## config.mk

```make
export PLATFORM = sky130hd
export DESIGN_NAME = mips_pc_unit
export DESIGN_NICKNAME = d
export VERILOG_FILES = /design/src/rtl/mips_pc_unit.sv
export SDC_FILE = /design/constraint.sdc
export NUM_CORES = 1
export LEC_CHECK = 0
export ABC_AREA = 0
export CORE_MARGIN = 4
export CORE_UTILIZATION = 53
export CTS_BUF_LIST = sky130_fd_sc_hd__clkbuf_16
export DETAILED_ROUTE_END_ITERATION = 10
export GPL_TIMING_DRIVEN = 0
export MAX_ROUTING_LAYER = met4
export PLACE_DENSITY = 0.82
export SYNTH_ARGS = -nofsm -noshare
export SYNTH_HDL_FRONTEND = slang
export SYNTH_SLANG_ARGS = --single-unit
```

## constraint.sdc

```tcl
create_clock -name i_clk -period 4.6 [get_ports i_clk]
set_input_delay 1.38 -clock i_clk [delete_from_list [all_inputs] [get_ports i_clk]]
set_output_delay 1.38 -clock i_clk [all_outputs]
set_load 0.05 [all_outputs]
```

## src/rtl/mips_pc_unit.sv

```systemverilog
// Program-counter unit for the multicycle MIPS core: next-address selection,
// optional branch delay slot, EPC/BD capture and halt-at-zero detection.
module mips_pc_unit #(
    parameter logic [31:0] RESET_VECTOR = 32'hBFC00000,
    parameter logic [31:0] EXC_VECTOR   = 32'hBFC00380,
    parameter bit          DELAY_SLOT   = 1'b1
) (
    input  logic        i_clk,
    input  logic        i_rst,
    input  logic        i_cnt_en,
    input  logic [1:0]  i_pc_ctrl,
    input  logic [31:0] i_read_data_1,
    input  logic [15:0] i_signed_offset,
    input  logic [25:0] i_target,
    input  logic        i_exc_req,
    output logic [31:0] o_pc,
    output logic        o_in_slot,
    output logic [31:0] o_epc,
    output logic        o_bd,
    output logic        o_addr_err,
    output logic        o_active,
    output logic [1:0]  o_state
);
    typedef enum logic [1:0] {
        ST_RUN  = 2'd0,
        ST_SLOT = 2'd1,
        ST_HALT = 2'd2
    } state_t;

    state_t      r_state, w_state_nxt;
    logic [31:0] r_pc, r_pending, r_epc;
    logic [31:0] w_pc_nxt, w_pending_nxt, w_epc_nxt;
    logic        r_bd, r_addr_err;
    logic        w_bd_nxt, w_addr_err_nxt;
    logic [31:0] w_pc_plus4, w_branch_off, w_target;
    logic        w_misaligned;

    assign w_pc_plus4   = r_pc + 32'd4;
    assign w_branch_off = {{14{i_signed_offset[15]}}, i_signed_offset, 2'b00};
    assign w_misaligned = (i_pc_ctrl == 2'b10) && (i_read_data_1[1:0] != 2'b00);

    always_comb begin
        w_target = w_pc_plus4 + w_branch_off;
        case (i_pc_ctrl)
            2'b01:   w_target = {w_pc_plus4[31:28], i_target, 2'b00};
            2'b10:   w_target = i_read_data_1;
            default: w_target = w_pc_plus4 + w_branch_off;
        endcase
    end

    always_ff @(posedge i_clk) begin
        if (i_rst) begin
            r_state    <= ST_RUN;
            r_pc       <= RESET_VECTOR;
            r_pending  <= '0;
            r_epc      <= '0;
            r_bd       <= 1'b0;
            r_addr_err <= 1'b0;
        end else begin
            r_state    <= w_state_nxt;
            r_pc       <= w_pc_nxt;
            r_pending  <= w_pending_nxt;
            r_epc      <= w_epc_nxt;
            r_bd       <= w_bd_nxt;
            r_addr_err <= w_addr_err_nxt;
        end
    end

    always_comb begin
        w_state_nxt    = r_state;
        w_pc_nxt       = r_pc;
        w_pending_nxt  = r_pending;
        w_epc_nxt      = r_epc;
        w_bd_nxt       = r_bd;
        w_addr_err_nxt = r_addr_err;
        if (i_cnt_en) begin
            w_addr_err_nxt = 1'b0;
            if (r_state != ST_HALT) begin
                if (i_exc_req || w_misaligned) begin
                    // A real exception in the slot blames the branch; an address error blames the jr itself.
                    w_pc_nxt       = EXC_VECTOR;
                    w_state_nxt    = ST_RUN;
                    w_pending_nxt  = '0;
                    w_bd_nxt       = i_exc_req && (r_state == ST_SLOT);
                    w_epc_nxt      = w_bd_nxt ? (r_pc - 32'd4) : r_pc;
                    w_addr_err_nxt = !i_exc_req;
                end else begin
                    if (r_state == ST_SLOT) begin
                        w_pc_nxt      = r_pending;
                        w_pending_nxt = '0;
                        w_state_nxt   = ST_RUN;
                    end else if (i_pc_ctrl != 2'b11) begin
                        if (DELAY_SLOT) begin
                            w_pc_nxt      = w_pc_plus4;
                            w_pending_nxt = w_target;
                            w_state_nxt   = ST_SLOT;
                        end else begin
                            w_pc_nxt = w_target;
                        end
                    end else begin
                        w_pc_nxt = w_pc_plus4;
                    end
                    // Reaching address 0 by normal flow halts the core.
                    if (w_pc_nxt == 32'd0) begin
                        w_state_nxt   = ST_HALT;
                        w_pending_nxt = '0;
                    end
                end
            end
        end
    end

    always_comb begin
        o_pc       = r_pc;
        o_epc      = r_epc;
        o_bd       = r_bd;
        o_addr_err = r_addr_err;
        o_in_slot  = (r_state == ST_SLOT);
        o_active   = (r_state != ST_HALT);
        o_state    = r_state;
    end
endmodule

```

==> results by group <==
Status
  – Status: finished clean

Worst setup path
  – Worst Path Class, Setup: reg2reg
  – WP data required: 4.84 ns
  – R2r setup slk: around 0.15 ns
  – CP Capture Type: flop
  – R2R Path End: r_pending[31]
  – Startpoint types: flop
  – R2R depth: 13
  – WP data arrival: between 4 and 5 ns
  – Critical R2R Launch: o_pc[5]
  – CP max FO: 10

Routing
  – Drt first pass iters: 7
  – Post-route ant nets: 0
  – Routed WL: around 27 mm
  – Drt drc: 0
  – Vias: between 8000 and 9000
  – Via/cell ratio: between 6 and 7
  – Wire length per cell: just over 20 um
  – Iteration-0 DRC count of the detailed router: 831

Clock network
  – TritonCTS Sinks: 100
  – CTS Buf Count: 9
  – Clock root cell: clkbuf_16
  – CTS clk-pin slew, worst paths: around 0.070 ns
  – CTS tree: done
  – Clk Latency, worst-skew pair: ~0.35 ns
  – Max H-tree Level: 3
  – CTS Buffer Depth: 2
  – # hold bufs at CTS: 0

Finish
  – Number of non-filler instances in the completed layout: roughly 1300
  – Final net count: 1263
  – Share of layout cells above drive strength 1: just under 7%
  – Core Util, Final: 69.4%
  – Post-synthesis to final-layout area growth: 27.5%

Global route
  – Vias in the first global route: 7879
  – Gr busiest metal: met2
  – Met1 usage: 45.1%
  – Largest net degree at the start of global routing: 17
  – Gr ovfl total: 0
  – Met2 usage in global routing: between 50% and 60%
  – Initial antenna violation count: 1
  – Met3 Track Usage GR: 4.96%
  – Global Route Usage Sum: 33.5%
  – Global-route wire length before repair: 42.5 mm

Logic synthesis
  – Ys flop type: dfxtp_1
  – Syn Nets: between 1000 and 1500
  – Distinct cells, synth: 66
  – Synthesized area per cell: just under 8 um^2
  – Yosys top cell area share: about a quarter
  – Ys async rst share: 0%
  – Synth top area cells: dfxtp_1 26%, ha_1 6.2%, xnor2_1 5.3%
  – Count of warnings emitted by yosys: 0
  – Commonest cells in the netlist: 105 x nor2_1, 100 x dfxtp_1, 91 x nand2_1
  – EDFF count, synth: 0
  – Register area share after synthesis: a little over a quarter
  – Mapped Area: approximately 7600 um^2
  – Post-synth top area cell: dfxtp_1
  – Yosys reg bits: 100
  – Count leader, synth: nor2_1
  – Syn Inst Count: 984

STA
  – Clock Skew: about 0.0093 ns
  – Fin crit share: between 90 and 100%
  – FMAX: about 0.22 GHz
  – Worst-Margin Slew: about 0.96 ns
  – Slew Limit Fails: 0
  – RSZ-0062 raised after global routing: false
  – Hold slack final: around 0.47 ns
  – Final min period: ~4.4 ns
  – TNS Setup: 0 ns
  – Endpoints failing hold: 0
  – # setup viols final: 0
  – Rel. slew slack: about a third

Power
  – Switching power: around 0.0008 W
  – Clk pwr share: between 30 and 40%
  – Gate power share: ~29%
  – Sequential power share: 38.0%
  – Switching share of power: between 30% and 40%
  – Pint: ~0.0017 W
  – Total Power: 0.00246 W
  – Cell area power density: approximately 250 nW/um^2
  – Peak VDD IR: between 0.15 and 0.2 mV
  – LEAKAGE: between 3 and 4 nW

Place
  – Placed Instances: between 1000 and 1500
  – Hpwl dp: roughly 22 mm
  – PortBufs: between 100 and 150
  – GPL Wtd Cong: 0.957

Floorplan
  – DIE HEIGHT: ~130 um
  – Die ar.: about 16000 um^2
  – Initial Util: between 50% and 60%
  – Core Area: around 14000 um^2
  – Ports placed on the boundary: 150
  – Die X: ~130 um
  – FP Rows: 43

Min path
  – Hold path start: o_epc[0]
  – HP Class: reg2reg
  – Worst Hold End: o_epc[0]
  – Hold Path Depth: 2

Job
  – Max-Cap Viols: 0
## kinds of logic after synthesis
kind of cell             synth area share (%)
buffers and inverters                    6.67
AO/OA/AOI/OAI                            28.0
multiplexers                             1.94
flip-flops                               26.3
AND/OR/NAND/NOR                          22.4
adder cells (fa/ha/maj)                  6.51
XOR/XNOR                                 8.16
## worst max-delay path by stage
stage / from / endpoint / slack [ns] / cells after the start
floorplan: o_pc[3] / r_pending[31] / 0.22 / 16
global route: o_pc[6] / r_pending[31] / 0.01 / 15
finish: o_pc[5] / r_pending[31] / 0.15 / 13
detailed placement: i_signed_offset[8] / r_pending[31] / -0.42 / 12
CTS: o_pc[3] / r_pending[31] / 0.008 / 15
global placement: i_signed_offset[8] / r_pending[31] / -0.49 / 12
## cell usage in the layout (no fill, tap or decap), drive strengths merged, types with 28 or more instances in the layout
cell type / count
a211oi: 33
nor3: 28
clkbuf: 58
nor2: 105
xnor2: 46
buf: 36
o21ai: 41
dfxtp: 100
inv: 30
ha: 38
nand2: 91
a21oi: 74
clkdlybuf4s50: 145
## stage by stage
step / area, um^2 / setup WS [ns]
3_5_place_dp: 9310 / -0.421
4_1_cts: 9650 / 0.00789
3_3_place_gp: 9310 / -0.493
5_1_grt: 9710 / 0.0131
6_report: 9710 / 0.150
2_1_floorplan: 7620 / 0.217
## layer usage
metal  up-vias  wire (um)  part of all wire, %
met5         -          0                    0
met4         0        883                  3.2
met3        74       2470                  9.0
met2       498      12300                   45
met1      3863      11800                   43
li1       3964          -                    -
## registers in the layout, summed over array words and instances (netlist names)
register	count
o_state	2
o_addr_err	1
r_pending	32
o_pc	32
o_bd	1
o_epc	32
## area by class of cell
| cell class | instances | area (um^2) |
|---|---|---|
| Antenna cell | 1 | 2.50 |
| Buffer | 82 | 404 |
| Clock buffer | 9 | 225 |
| Clock inverter | 7 | 90.1 |
| Fill cell | 1236 | 4280 |
| Inverter | 28 | 105 |
| Multi-Input combinational cell | 773 | 5160 |
| Sequential cell | 100 | 2000 |
| Tap cell | 180 | 225 |
| Timing Repair Buffer | 150 | 1500 |
## power groups by stage
| stage | clock, W | sequential [W] | combinational [W] |
|---|---|---|---|
| after floorplan | 0 | 0.00104 | 0.000357 |
| after global placement | 0 | 0.000950 | 0.000689 |
| after detailed placement | 0 | 0.000952 | 0.000696 |
| after CTS | 0.000805 | 0.000933 | 0.000698 |
| after global routing | 0.000844 | 0.000938 | 0.000763 |
| final | 0.000809 | 0.000934 | 0.000712 |
## critical path, cell delays in order (launching register included)
cell and delay, ns:
dfxtp_1 0.43, buf_1 0.42, nand3_1 0.31, xnor2_1 0.53, ha_1 0.31, o21a_1 0.17, o211ai_1 0.11, a221oi_2 0.35
nor2_1 0.15, o41ai_2 0.48, a221oi_2 0.15, o31ai_1 0.30, mux2_2 0.37, a32o_1 0.25
## repair_timing
action	in CTS	in global routing
cloned	0	0
endpoints found under the setup margin	5	4
setup buffers	0	3
pin swaps	1	2
gates resized for setup	6	9
No activity file was read; power rests on OpenSTA's default activity.
